[src/rtl/ps2_pkg.sv]
// Shared types and command codes for the PS/2 host-to-device link.
package ps2_pkg;

    typedef enum logic [3:0] {
        StIdle,
        StInhibit,
        StRts,
        StData,
        StParity,
        StStop,
        StAck,
        StWaitIdle,
        StErr
    } ps2_tx_state_t;

    localparam logic [7:0] CMD_RESET   = 8'hFF;
    localparam logic [7:0] CMD_SET_LED = 8'hED;
    localparam logic [7:0] RSP_ACK     = 8'hFA;
    localparam logic [7:0] RSP_RESEND  = 8'hFE;

endpackage

[src/rtl/ps2_line_filter.sv]
// Two-flop synchronizer followed by a stable-count filter for one PS/2 pad.
// Emits the filtered level and a 1-cycle strobe on each filtered falling edge.
module ps2_line_filter #(
    parameter int unsigned FILTER_LEN = 8
) (
    input  logic clk,
    input  logic rst_n,
    input  logic raw,
    output logic level,
    output logic fall
);
    localparam int unsigned    CntW   = $clog2(FILTER_LEN + 1);
    localparam logic [CntW-1:0] CntMax = CntW'(FILTER_LEN - 1);

    logic            sync1_q, sync2_q;
    logic            level_q, level_d;
    logic [CntW-1:0] cnt_q, cnt_d;

    always_ff @(posedge clk or negedge rst_n) begin
        if (!rst_n) begin
            sync1_q <= 1'b1;
            sync2_q <= 1'b1;
            level_q <= 1'b1;
            cnt_q   <= '0;
        end else begin
            sync1_q <= raw;
            sync2_q <= sync1_q;
            level_q <= level_d;
            cnt_q   <= cnt_d;
        end
    end

    // The new value must differ from the filtered level FILTER_LEN cycles in a row.
    always_comb begin
        level_d = level_q;
        cnt_d   = '0;
        if (sync2_q != level_q) begin
            if (cnt_q >= CntMax) begin
                level_d = sync2_q;
            end else begin
                cnt_d = cnt_q + 1'b1;
            end
        end
    end

    assign level = level_q;
    assign fall  = level_q & ~level_d;

endmodule

[src/rtl/ps2_host_tx.sv]
// Host-to-device PS/2 transmitter: inhibit, request-to-send, device-clocked frame, ACK check.
// Pads are driven through drive-low enables; the tristate buffers live one level up.
module ps2_host_tx
    import ps2_pkg::*;
#(
    parameter int unsigned INHIBIT_CYCLES = 5000,
    parameter int unsigned START_TIMEOUT  = 750000,
    parameter int unsigned BIT_TIMEOUT    = 100000,
    parameter int unsigned FILTER_LEN     = 8
) (
    input  logic       Clk,
    input  logic       reset_n,
    input  logic [7:0] tx_data,
    input  logic       tx_valid,
    output logic       tx_ready,
    output logic       tx_done,
    output logic       tx_err,
    output logic       busy,
    input  logic       psClk,
    input  logic       psData,
    output logic       ps_clk_drive_low,
    output logic       ps_dat_drive_low
);
    localparam int unsigned TmrMax = (START_TIMEOUT > BIT_TIMEOUT) ? START_TIMEOUT : BIT_TIMEOUT;
    localparam int unsigned InhW   = $clog2(INHIBIT_CYCLES + 1);
    localparam int unsigned TmrW   = $clog2(TmrMax + 1);
    localparam logic [InhW-1:0] InhLoad   = InhW'(INHIBIT_CYCLES - 1);
    localparam logic [TmrW-1:0] StartLoad = TmrW'(START_TIMEOUT);
    localparam logic [TmrW-1:0] BitLoad   = TmrW'(BIT_TIMEOUT);

    ps2_tx_state_t   state_q, state_d;
    logic [7:0]      data_q, data_d;
    logic            parity_q, parity_d;
    logic [2:0]      idx_q, idx_d;
    logic [InhW-1:0] inh_q, inh_d;
    logic [TmrW-1:0] tmr_q, tmr_d;
    logic            clk_drive_q, clk_drive_d;
    logic            dat_drive_q, dat_drive_d;
    logic            clk_level, clk_fall, dat_level, dat_fall_unused;
    logic            accept, timed, wire_bit;

    ps2_line_filter #(.FILTER_LEN(FILTER_LEN)) u_clk_filter (
        .clk  (Clk),
        .rst_n(reset_n),
        .raw  (psClk),
        .level(clk_level),
        .fall (clk_fall)
    );

    ps2_line_filter #(.FILTER_LEN(FILTER_LEN)) u_dat_filter (
        .clk  (Clk),
        .rst_n(reset_n),
        .raw  (psData),
        .level(dat_level),
        .fall (dat_fall_unused)
    );

    always_ff @(posedge Clk or negedge reset_n) begin
        if (!reset_n) begin
            state_q     <= StIdle;
            data_q      <= '0;
            parity_q    <= 1'b0;
            idx_q       <= '0;
            inh_q       <= '0;
            tmr_q       <= '0;
            clk_drive_q <= 1'b0;
            dat_drive_q <= 1'b0;
        end else begin
            state_q     <= state_d;
            data_q      <= data_d;
            parity_q    <= parity_d;
            idx_q       <= idx_d;
            inh_q       <= inh_d;
            tmr_q       <= tmr_d;
            clk_drive_q <= clk_drive_d;
            dat_drive_q <= dat_drive_d;
        end
    end

    assign accept = tx_valid && (state_q == StIdle);
    assign timed  = state_q inside {StRts, StData, StParity, StStop, StAck, StWaitIdle};

    always_comb begin
        state_d  = state_q;
        data_d   = data_q;
        parity_d = parity_q;
        idx_d    = idx_q;
        inh_d    = inh_q;
        tmr_d    = tmr_q;
        unique case (state_q)
            StIdle: if (accept) begin
                data_d   = tx_data;
                parity_d = ~^tx_data;
                idx_d    = '0;
                inh_d    = InhLoad;
                state_d  = StInhibit;
            end
            StInhibit: if (inh_q == '0) begin
                state_d = StRts;
                tmr_d   = StartLoad;
            end else begin
                inh_d = inh_q - 1'b1;
            end
            // The first device edge already shifts out bit 0.
            StRts: if (clk_fall) begin
                idx_d   = 3'd1;
                state_d = StData;
            end
            StData: if (clk_fall) begin
                if (idx_q == 3'd7) begin
                    state_d = StParity;
                end else begin
                    idx_d = idx_q + 3'd1;
                end
            end
            StParity:   if (clk_fall) state_d = StStop;
            StStop:     if (clk_fall) state_d = StAck;
            StAck:      if (clk_fall) state_d = dat_level ? StErr : StWaitIdle;
            StWaitIdle: if (clk_level && dat_level) state_d = StIdle;
            StErr:      state_d = StIdle;
            default:    state_d = StIdle;
        endcase

        if (timed) begin
            if (clk_fall && (state_q != StWaitIdle)) begin
                tmr_d = BitLoad;
            end else if (tmr_q != '0) begin
                tmr_d = tmr_q - 1'b1;
            end else if (state_d != StIdle) begin
                state_d = StErr;
            end
        end
    end

    always_comb begin
        clk_drive_d = (state_d == StInhibit);
        wire_bit    = (state_q == StParity) ? parity_q : data_q[idx_q];
        unique case (state_d)
            StInhibit:                dat_drive_d = (inh_d == '0);
            StRts:                    dat_drive_d = 1'b1;
            StData, StParity, StStop: dat_drive_d = clk_fall ? ~wire_bit : dat_drive_q;
            default:                  dat_drive_d = 1'b0;
        endcase
        tx_ready = (state_q == StIdle);
        busy     = (state_q != StIdle);
        tx_err   = (state_q == StErr);
        tx_done  = (state_q == StWaitIdle) && clk_level && dat_level;
    end

    assign ps_clk_drive_low = clk_drive_q;
    assign ps_dat_drive_low = dat_drive_q;

endmodule

[config.mk]
export PLATFORM = sky130hd
export DESIGN_NAME = ps2_host_tx
export DESIGN_NICKNAME = d
export VERILOG_FILES = /design/src/rtl/ps2_pkg.sv /design/src/rtl/ps2_line_filter.sv /design/src/rtl/ps2_host_tx.sv
export SDC_FILE = /design/constraint.sdc
export NUM_CORES = 1
export LEC_CHECK = 0
export ABC_CLOCK_PERIOD_IN_PS = 3100
export BUFFER_PORTS_ARGS = -buffer_cell sky130_fd_sc_hd__clkbuf_2
export CAP_MARGIN = 0
export CORE_MARGIN = 2
export CORE_UTILIZATION = 55
export DETAILED_ROUTE_END_ITERATION = 12
export GPL_TIMING_DRIVEN = 0
export PLACE_DENSITY_LB_ADDON = 0.3
export SKIP_CTS_REPAIR_TIMING = 1
export SKIP_LAST_GASP = 1
export SLEW_MARGIN = 20
export SYNTH_ARGS = -nofsm -noshare
export SYNTH_HDL_FRONTEND = slang
export SYNTH_SLANG_ARGS = --single-unit
[constraint.sdc]
create_clock -name Clk -period 3.1 [get_ports Clk]
set_clock_uncertainty 0.05 [all_clocks]
set_input_delay 0.93 -clock Clk [delete_from_list [all_inputs] [get_ports Clk]]
set_output_delay 0.93 -clock Clk [all_outputs]
set_load 0.01 [all_outputs]
==> results of run 1 <==
-- power breakdown --
group	internal, mW	leakage, nW	switching (mW)
logic	0.230	0.976	0.305
registers	1.00	0.830	0.151
clock network	0.496	0.114	0.318
-- layout make-up --
type	instances	area [µm²]
plain buffers	18	86.3
well taps	96	120
fillers	571	2480
repair buffers	19	113
inverters	14	52.6
clock buffers	13	159
flip-flops and latches	65	1630
multi-input cells	323	2090
clock inverters	3	65.1
-- worst max-delay path, delay by kind of cell (launching register included) --
family	cells	cell delay (ns)
AO/OA/AOI/OAI	2	0.30
adder cells (fa/ha/maj)	1	0.21
flip-flops	1	0.42
buffers and inverters	1	0.07
AND/OR/NAND/NOR	5	1.69
-- worst min path at each step --
stage	start	end	slack [ns]	cells after the start
after floorplan	u_clk_filter.sync1_q	u_clk_filter.sync2_q	0.30	0
after global placement	u_dat_filter.sync1_q	u_dat_filter.sync2_q	0.30	0
after detailed placement	u_dat_filter.sync1_q	u_dat_filter.sync2_q	0.30	0
after CTS	u_clk_filter.sync1_q	u_clk_filter.sync2_q	0.31	0
after global routing	u_clk_filter.sync1_q	u_clk_filter.sync2_q	0.31	0
final	u_clk_filter.sync1_q	u_clk_filter.sync2_q	0.31	0
-- per-layer routing --
layer  vias to the layer above  share of wire  routed length (µm)  global-route usage
met5                         -              0                   0                   0
met4                         0          0.026                 218               0.109
met3                        26          0.051                 432              0.0481
met2                       116           0.46                3910               0.371
met1                      1554           0.46                3910               0.342
li1                       1585              -                   -                   -
-- cells in the mapped netlist (2+ instances only) --
master	count
sky130_fd_sc_hd__or4_1	2
sky130_fd_sc_hd__mux2_2	2
sky130_fd_sc_hd__nor4_2	3
sky130_fd_sc_hd__a31oi_1	2
sky130_fd_sc_hd__dfstp_2	6
sky130_fd_sc_hd__o21ai_0	15
sky130_fd_sc_hd__nand3_1	8
sky130_fd_sc_hd__dfrtp_1	59
sky130_fd_sc_hd__nand4b_1	5
sky130_fd_sc_hd__a22o_1	2
sky130_fd_sc_hd__o22a_1	3
sky130_fd_sc_hd__mux4_2	2
sky130_fd_sc_hd__inv_1	14
sky130_fd_sc_hd__nand2_1	64
sky130_fd_sc_hd__nor3_1	10
sky130_fd_sc_hd__nand2b_1	7
sky130_fd_sc_hd__o21ai_1	5
sky130_fd_sc_hd__xnor2_1	12
sky130_fd_sc_hd__nor3_2	4
sky130_fd_sc_hd__nor4_1	8
sky130_fd_sc_hd__o311ai_0	3
sky130_fd_sc_hd__nand4_1	9
sky130_fd_sc_hd__xor2_1	9
sky130_fd_sc_hd__a211oi_1	4
sky130_fd_sc_hd__and3_1	2
sky130_fd_sc_hd__and4b_1	2
sky130_fd_sc_hd__o211ai_1	4
sky130_fd_sc_hd__ha_1	6
sky130_fd_sc_hd__or2_1	2
sky130_fd_sc_hd__o2111ai_1	3
sky130_fd_sc_hd__a21boi_0	3
sky130_fd_sc_hd__nor4b_4	2
sky130_fd_sc_hd__buf_6	2
sky130_fd_sc_hd__mux2i_1	6
sky130_fd_sc_hd__clkbuf_1	12
sky130_fd_sc_hd__a21oi_1	22
sky130_fd_sc_hd__buf_2	3
sky130_fd_sc_hd__or3_1	13
sky130_fd_sc_hd__o22ai_1	3
sky130_fd_sc_hd__and2_1	3
sky130_fd_sc_hd__o31ai_1	4
sky130_fd_sc_hd__nor2_1	43
-- metrics by stage --
stage	power, mW	hold WS (ns)
after floorplan	1.54	0.295
after global placement	1.67	0.297
after detailed placement	1.70	0.301
after CTS	2.52	0.310
after global routing	2.65	0.314
final	2.50	0.309
-- cells by family after synthesis --
group | share of synthesized area
buf+inv | 0.0360
xor+xnor | 0.0477
compound gates | 0.156
simple gates | 0.284
flops | 0.424
mux | 0.0331
fa+ha+maj | 0.0195
-- state kept, by name, indices dropped and copies added (netlist names), 3 cells and up --
register / flops
u_clk_filter.cnt_q: 4
idx_q: 3
tmr_q: 20
u_dat_filter.cnt_q: 4
inh_q: 13
data_q: 8
state_q: 4
==> results.md, run 1 <==
* Slowest cell on the critical path: sky130_fd_sc_hd__nor4_2
* Vias in the first global route at 3,134
* Clock latency at the later pin of the worst-skew pair at 0.35 ns
* Die ar. at 0.00770 mm²
* 1st-pass router iterations at 5
* GRT Overall Usage at 0.245
* Count of flip-flops with a built-in enable after synthesis at 0
* Highest net fanout along the worst path at 7
* Final layout net count at 469
* Routability congestion estimate at 0.907
* Relative slew slack at 0.575
* # IOs at 19
* Syn_nets at 439
* CP cell instances: inv_1 -> ha_1 -> or3b_1 -> nand4b_4 -> nor4_2 -> nor2_1 -> nor2_1 -> a21oi_1 -> o22a_1
* RSZ-0062 raised after global routing: false
* Power per cell area at 580 mW/mm²
* Aggregate global routing overflow at 0
* Hold crit path type: reg2reg
* Area post-placement at 0.00409 mm²
* Tightest Pin Transition at 0.634 ns
* Diodes inserted at 0
* Max Cap Violations at 0
* Overall die width at 87.7 µm
* Crit path to: tmr_q[4]
* Maximum ir drop on the vdd rail at 0.000327 V
* Setup TNS at 0 ns
* Fraction of registers with async set or reset after synthesis at 1.00
* Fraction of the yosys area taken by sequential cells at 0.424
* Via count normalized by instance count at 5.95
* Final critical path time including I/O delays and setup at 2.86 ns
* Delay of the slowest cell on the worst path at 0.47 ns
* Final number of max-transition violations at 0
* Mapped Cells at 420
* Hold Vio Cnt, Final at 0
* Kind of end point of the critical path: register
* Core area at 0.00679 mm²
* Initial Util at 0.568
* Top cells by area, synth: sky130_fd_sc_hd__dfrtp_1 38%, sky130_fd_sc_hd__nand2_1 6.2%, sky130_fd_sc_hd__nor2_1 4.2%
* Setup Crit Path Kind: reg2reg
* Post-synth top area share at 0.383
* Synthesized flop and latch total at 65
* Post-Route Utilization at 0.635
* Worst Reg-to-Reg Cells at 9
* Buffers from clock root to sink, at most at 2
* Routed wire length per instance at 15.4 µm
* Clock tree from TritonCTS: done
* Max Clock Freq at 350 MHz
* DRC marker count from the first detailed-route iteration at 173
* Arrival time at the worst endpoint at 3.04 ns
* Area Overhead vs Synth at 11.9%
* Setup Viol. Count Final at 0
* H-tree lvl count at 3
* Fraction of layout cells with a size suffix above 1 at 0.145
* Post-synthesis cell type count at 69
* Clock tree sinks at 65
* Most frequently used flop master after synthesis: sky130_fd_sc_hd__dfrtp_1
* Static leakage at 1.92 nW
* Synthesis warning total at 0
* Required time worst endpoint at 3.28 ns
* Summed instance area of the synthesized netlist at 0.00386 mm²
* Mean Syn Cell Area at 9.18 µm²
* Global-route wire length before repair at 14,700 µm
* Final Cycle Share at 0.922
* Port-buffer cells at 18
* Via total after detailed routing at 3,281
* Final cell area excluding filler cells at 0.00432 mm²
* HPWL Detailed at 6110 µm
* Category of the worst setup path launch point: register
* Most common cell after layout, fill and taps aside: sky130_fd_sc_hd__nand2_1
* Count of non-filler cells in the finished layout at 551
* Remaining DRCs at 0
* Total CTS buffers at 9
* Reg-to-reg setup timing slack at 0.24 ns
* Post-CTS clock slew at the launch and capture registers of the worst setup and hold paths at 0.07 ns
* Number of antenna violations at the first check in global routing at 0
* Final worst setup slack at 0.241 ns
* Launching element of the worst setup path: tmr_q[0]
* CTS Root Buffer Type: sky130_fd_sc_hd__clkbuf_8
* Pre-CTS setup slack at 0.282 ns
* Commonest cells after routing, fill and taps aside: 64 x sky130_fd_sc_hd__nand2_1, 59 x sky130_fd_sc_hd__dfrtp_1, 42 x sky130_fd_sc_hd__nor2_1
* Source of the worst register-to-register timing path: tmr_q[0]
* Largest area contributor in the synthesized netlist: sky130_fd_sc_hd__dfrtp_1
* Most frequent cell on the critical path: sky130_fd_sc_hd__nor2_1
* Cell row count at 30
* Pin count of the biggest net entering global routing at 41
* Total detailed-routing wirelength at 8460 µm
* Capture point of the worst reg-to-reg path: tmr_q[4]
* Number of antenna-violating nets in the routed design at 0
* DP Cell Count at 535
* Run status: complete, no violations
* Vertical extent of the die at 87.7 µm
No activity file was read; power rests on OpenSTA's default activity.
==> run 2: changes to the inputs <==
--- a/config.mk
+++ b/config.mk
@@ -13,6 +13,7 @@
 export DETAILED_ROUTE_END_ITERATION = 12
 export GPL_TIMING_DRIVEN = 0
 export PLACE_DENSITY_LB_ADDON = 0.3
+export RECOVER_POWER = 25
 export SKIP_CTS_REPAIR_TIMING = 1
 export SKIP_LAST_GASP = 1
 export SLEW_MARGIN = 20
==> run 2 against run 1 <==
Net effect: core utilization down 0.055 points; setup slack worse by 0.0097 ns; combinational power about the same; global-route usage unchanged; power about the same; non-clock buffer count unchanged; worst hold slack worse by 0.0010 ns; critical path type unchanged; largest cell class unchanged; highest routed layer unchanged.
==> results.md, run 2 (synthesis results as in run 1) <==
* Pin count of the biggest net entering global routing at 41
* Core area at 0.00679 mm²
* Overall die width at 87.7 µm
* Remaining DRCs at 0
* Setup Viol. Count Final at 0
* Fraction of met2 tracks used by global routing at 0.371
* Register ranked first by flip-flop count: tmr_q
* Relative slew slack at 0.0901
* Met3 Track Usage GR at 0.0481
* Category of the worst setup path launch point: register
* H-tree lvl count at 3
* Clock latency at the later pin of the worst-skew pair at 0.35 ns
* Max Cap Violations at 0
* Port-buffer cells at 18
* Setup TNS at 0 ns
* Most Used Layer, Global Route: met2
* Tightest Pin Transition at 1.36 ns
* Via total after detailed routing at 3,266
* Sum of internal, switching and leakage power at 2.50 mW
* Biggest registers after layout: tmr_q x20, inh_q x13, data_q x8
* Fraction of layout cells with a size suffix above 1 at 0.143
* Routability congestion estimate at 0.907
* Delay of the slowest cell on the worst path at 0.47 ns
* Final worst setup slack at 0.231 ns
* Global-route wire length before repair at 14,700 µm
* Maximum ir drop on the vdd rail at 0.000328 V
* Kind of end point of the critical path: register
* RSZ-0062 raised after global routing: false
* GRT Overall Usage at 0.245
* Final layout net count at 469
* Clock tree sinks at 65
* Clock tree from TritonCTS: done
* Via count normalized by instance count at 5.93
* Slowest cell on the critical path: sky130_fd_sc_hd__nor4_2
* HPWL Detailed at 6110 µm
* Most common cell after layout, fill and taps aside: sky130_fd_sc_hd__nand2_1
* Diodes inserted at 0
* Hold crit path type: reg2reg
* Number of antenna-violating nets in the routed design at 0
* Area Overhead vs Synth at 11.8%
* Post-Route Utilization at 0.635
* CTS Root Buffer Type: sky130_fd_sc_hd__clkbuf_8
* Commonest cells after routing, fill and taps aside: 64 x sky130_fd_sc_hd__nand2_1, 59 x sky130_fd_sc_hd__dfrtp_1, 42 x sky130_fd_sc_hd__nor2_1
* Run status: complete, no violations
* Power per cell area at 580 mW/mm²
* Number of antenna violations at the first check in global routing at 0
* Initial Util at 0.568
* Number of flip-flops under the largest register name at 20
* Vertical extent of the die at 87.7 µm
* CP cell instances: inv_1 -> ha_1 -> or3b_1 -> nand4b_4 -> nor4_2 -> nor2_1 -> nor2_1 -> a21oi_1 -> o22a_1
* 1st-pass router iterations at 5
* Die ar. at 0.00770 mm²
* Hold WS at 0.307 ns
* Total CTS buffers at 9
* Arrival time at the worst endpoint at 3.05 ns
* Total buffers and inverters traversed by the critical path at 1
* Highest net fanout along the worst path at 7
* Final critical path time including I/O delays and setup at 2.87 ns
* # IOs at 19
* Grt met1 use at 0.342
* Routed wire length per instance at 15.4 µm
* Final Cycle Share at 0.925
* Setup Crit Path Kind: reg2reg
* Max Clock Freq at 349 MHz
* Cell row count at 30
* Post-CTS clock slew at the launch and capture registers of the worst setup and hold paths at 0.07 ns
* Static leakage at 1.92 nW
* Buffers from clock root to sink, at most at 2
* Vias in the first global route at 3,134
* Total detailed-routing wirelength at 8490 µm
* Required time worst endpoint at 3.28 ns
* Aggregate global routing overflow at 0
* Pre-CTS setup slack at 0.282 ns
* CP top delay family: simple AND/OR/NAND/NOR gates
* Most frequent cell on the critical path: sky130_fd_sc_hd__nor2_1
* DRC marker count from the first detailed-route iteration at 174
* Hold Vio Cnt, Final at 0
* Final number of max-transition violations at 0
-- run 2: cell counts in the layout (fill, tap and decap cells not counted) --
No cell type changed its count.
-- run 2: layout make-up --
cell class,count,area [µm²]
fill,570,2480
inverter,14,52.6
multi-input combinational,323,2090
clock buffer,13,159
sequential,65,1630
tap,96,120
timing repair buffer,19,109
clock inverter,3,65.1
buffer,18,86.3
-- run 2: final timing paths --
check / startpoint / to / slack, ns / cells after the start
min: u_clk_filter.sync1_q / u_clk_filter.sync2_q / 0.31 / 0
max in group asynchronous: reset_n / u_clk_filter.level / 1.26 / 2
min reg2reg: u_clk_filter.sync1_q / u_clk_filter.sync2_q / 0.31 / 0
max: tmr_q[0] / tmr_q[4] / 0.23 / 9
max reg2reg: tmr_q[0] / tmr_q[4] / 0.23 / 9
min in group asynchronous: reset_n / u_dat_filter.cnt_q[2] / 0.83 / 1
-- run 2: power breakdown --
| group | switching, mW | internal, mW |
|---|---|---|
| Sequential | 0.151 | 1.00 |
| Combinational | 0.304 | 0.230 |
| Clock | 0.317 | 0.496 |
| Total | 0.771 | 1.73 |
-- run 2: layer usage --
layer  wire length, µm  vias to the layer above  part of all wire
li1                  -                     1585                 -
met1              3860                     1552              0.45
met2              3950                      109              0.47
met3               493                       20             0.058
met4               187                        0             0.022
met5                 0                        -                 0
-- run 2: through the flow --
step                      cells  cell area (µm²)
final                       551             4310
after detailed placement    535             4090
after global placement      534             4070
after CTS                   551             4310
after floorplan             420             3860
after global routing        551             4310
-- run 2: worst register-to-register path, delay by kind of cell (launching register included) --
family	cells	cell delay, ns
compound gates	2	0.30
fa+ha+maj	1	0.21
buf+inv	1	0.07
flops	1	0.42
simple gates	5	1.71
==> run 3: changes to the inputs <==
--- a/config.mk
+++ b/config.mk
@@ -8,6 +8,7 @@
 export ABC_CLOCK_PERIOD_IN_PS = 3100
 export BUFFER_PORTS_ARGS = -buffer_cell sky130_fd_sc_hd__clkbuf_2
 export CAP_MARGIN = 0
+export CORE_ASPECT_RATIO = 1.75
 export CORE_MARGIN = 2
 export CORE_UTILIZATION = 55
 export DETAILED_ROUTE_END_ITERATION = 12
==> constraint.sdc (replaced) <==
create_clock -name Clk -period 3.1 [get_ports Clk]
set_clock_uncertainty 0.05 [all_clocks]
set_input_delay 0.62 -clock Clk [delete_from_list [all_inputs] [get_ports Clk]]
set_output_delay 0.62 -clock Clk [all_outputs]
set_load 0.01 [all_outputs]
==> run 3 against run 2 <==
Net effect: the flow now finishes with violations (max-capacitance violations, max-slew violations); clock power rose by 24%; cell area up 1.8%; via count increased by 0.37%; global-route usage grew 1.3 points; non-clock buffer count unchanged; critical path depth did not move; critical endpoint unchanged; largest cell class unchanged.
==> results.md, run 3 (synthesis results as in run 1) <==
* Pin count of the biggest net entering global routing at 34
* Tightest Pin Transition at 1.86 ns
* Final worst setup slack at 0.259 ns
* Reg-to-reg setup timing slack at 0.26 ns
* Vias in the first global route at 3,317
* Violated checks: max-capacitance violations, max-slew violations
* Arrival time at the worst endpoint at 3.00 ns
* Final critical path time including I/O delays and setup at 2.84 ns
* CTS Root Buffer Type: sky130_fd_sc_hd__clkbuf_16
* Count of non-filler cells in the finished layout at 539
* CP cell instances: inv_1 -> ha_1 -> or3b_1 -> nand4b_4 -> nor4_2 -> nor2_1 -> nor2_2 -> a21oi_1 -> o22a_1
* Max layer used: met4
* Setup Crit Path Kind: reg2reg
* Maximum ir drop on the vdd rail at 0.000470 V
* Number of antenna-violating nets in the routed design at 0
* Wire length on met3 at 324 µm
* Final layout net count at 469
* Routed wire length per instance at 16.6 µm
* Total detailed-routing wirelength at 8950 µm
* Cell row count at 40
* Required time worst endpoint at 3.26 ns
* Commonest cells after routing, fill and taps aside: 64 x sky130_fd_sc_hd__nand2_1, 59 x sky130_fd_sc_hd__dfrtp_1, 41 x sky130_fd_sc_hd__nor2_1
* Clock tree sinks at 65
* Clock latency at the later pin of the worst-skew pair at 0.33 ns
* Remaining DRCs at 0
* Number of flip-flops under the largest register name at 20
* Fraction of layout cells with a size suffix above 1 at 0.145
* # IOs at 19
* Port-buffer cells at 18
* Relative slew slack at -0.241
* GRT Overall Usage at 0.258
* Slowest cell on the critical path: sky130_fd_sc_hd__nor4_2
* Power per cell area at 620 mW/mm²
* Via total after detailed routing at 3,278
* Kind of end point of the critical path: register
* Initial Util at 0.567
* Area Overhead vs Synth at 13.8%
* Static leakage at 1.97 nW
* Total CTS buffers at 9
* 1st-pass router iterations at 4
* Post-CTS clock slew at the launch and capture registers of the worst setup and hold paths at 0.05 ns
* CP top delay family: simple AND/OR/NAND/NOR gates
* Clock tree from TritonCTS: done
* Number of antenna violations at the first check in global routing at 0
* Most common cell after layout, fill and taps aside: sky130_fd_sc_hd__nand2_1
* Setup TNS at 0 ns
* Hold Vio Cnt, Final at 0
* Final number of max-transition violations at 33
* H-tree lvl count at 3
* Total buffers and inverters traversed by the critical path at 1
* Hold crit path type: reg2reg
* Overall die width at 67.3 µm
* Met2 wire length at 4790 µm
* Register ranked first by flip-flop count: tmr_q
* Delay of the slowest cell on the worst path at 0.47 ns
* Biggest registers after layout: tmr_q x20, inh_q x13, data_q x8
* Aggregate global routing overflow at 0
* Filler Cell Count at 598
* Max Clock Freq at 352 MHz
* Die ar. at 0.00772 mm²
* Post-Route Utilization at 0.645
* Highest net fanout along the worst path at 7
* Core area at 0.00681 mm²
* Final Cycle Share at 0.916
* Buffers from clock root to sink, at most at 2
* Diodes inserted at 0
* Vertical extent of the die at 115 µm
* DRC marker count from the first detailed-route iteration at 256
* Global-route wire length before repair at 15,000 µm
* RSZ-0062 raised after global routing: false
* HPWL Detailed at 6600 µm
* DP Cell Count at 523
* Pre-CTS setup slack at 0.188 ns
* Max Cap Violations at 1
* Run status: complete, but fails checks
* Routability congestion estimate at 0.896
* Via count normalized by instance count at 6.08
* Category of the worst setup path launch point: register
* Setup Viol. Count Final at 0
* Wire length on met1 at 3480 µm
==> run 3: changes by cell type in the layout (fill, tap and decap cells not counted) <==
cell                        change
sky130_fd_sc_hd__bufinv_16      -1
sky130_fd_sc_hd__nor3_4         +2
sky130_fd_sc_hd__nor2_1         -1
sky130_fd_sc_hd__nor2_2         +1
sky130_fd_sc_hd__clkbuf_16      +9
sky130_fd_sc_hd__clkinv_2       +1
sky130_fd_sc_hd__nor3_2         -2
sky130_fd_sc_hd__clkbuf_8       -9
==> run 3: worst paths after layout <==
| check | start | end | cells after the start |
|---|---|---|---|
| worst max-delay path | tmr_q[0] | tmr_q[4] | 9 |
| worst min-delay path | u_dat_filter.sync1_q | u_dat_filter.sync2_q | 0 |
| worst max register to register | tmr_q[0] | tmr_q[4] | 9 |
| worst min register to register | u_dat_filter.sync1_q | u_dat_filter.sync2_q | 0 |
| max in group asynchronous | reset_n | tmr_q[11] | 1 |
| min in group asynchronous | reset_n | inh_q[7] | 1 |
==> run 3: final cells by class <==
type	count	area, µm²	area share
Multi-Input combinational cell	323	2100	0.479
Inverter	14	52.6	0.0120
Clock buffer	13	260	0.0593
Timing Repair Buffer	19	109	0.0248
Buffer	18	86.3	0.0197
Sequential cell	65	1630	0.372
Tap cell	84	105	0.0240
Clock inverter	3	40.0	0.00912
==> run 3: per-stage QoR <==
step	hold WS (ns)	instance area (µm²)	total power, mW
after detailed placement	0.297	4070	1.71
after global placement	0.295	4050	1.68
after global routing	0.309	4390	2.87
final	0.304	4390	2.72
after CTS	0.225	4370	2.73
after floorplan	0.274	3860	1.54
==> run 3: worst reg2reg max path: stages, from the launching register on <==
cell and delay [ns]:
sky130_fd_sc_hd__dfrtp_1 0.40, sky130_fd_sc_hd__inv_1 0.07, sky130_fd_sc_hd__ha_1 0.21, sky130_fd_sc_hd__or3b_1 0.43, sky130_fd_sc_hd__nand4b_4 0.23, sky130_fd_sc_hd__nor4_2 0.47, sky130_fd_sc_hd__nor2_1 0.26, sky130_fd_sc_hd__nor2_2 0.29
sky130_fd_sc_hd__a21oi_1 0.08, sky130_fd_sc_hd__o22a_1 0.22
==> run 3: layer usage <==
metal | vias up | GRT usage
met3 | 28 | 0.0607
li1 | 1587 | -
met5 | - | 0
met4 | 0 | 0.158
met2 | 91 | 0.456
met1 | 1572 | 0.266
==> run 3: power by group <==
group	total, mW	switching, mW	internal [mW]
clock network	1.01	0.349	0.663
registers	1.16	0.155	1.00
logic	0.549	0.320	0.229
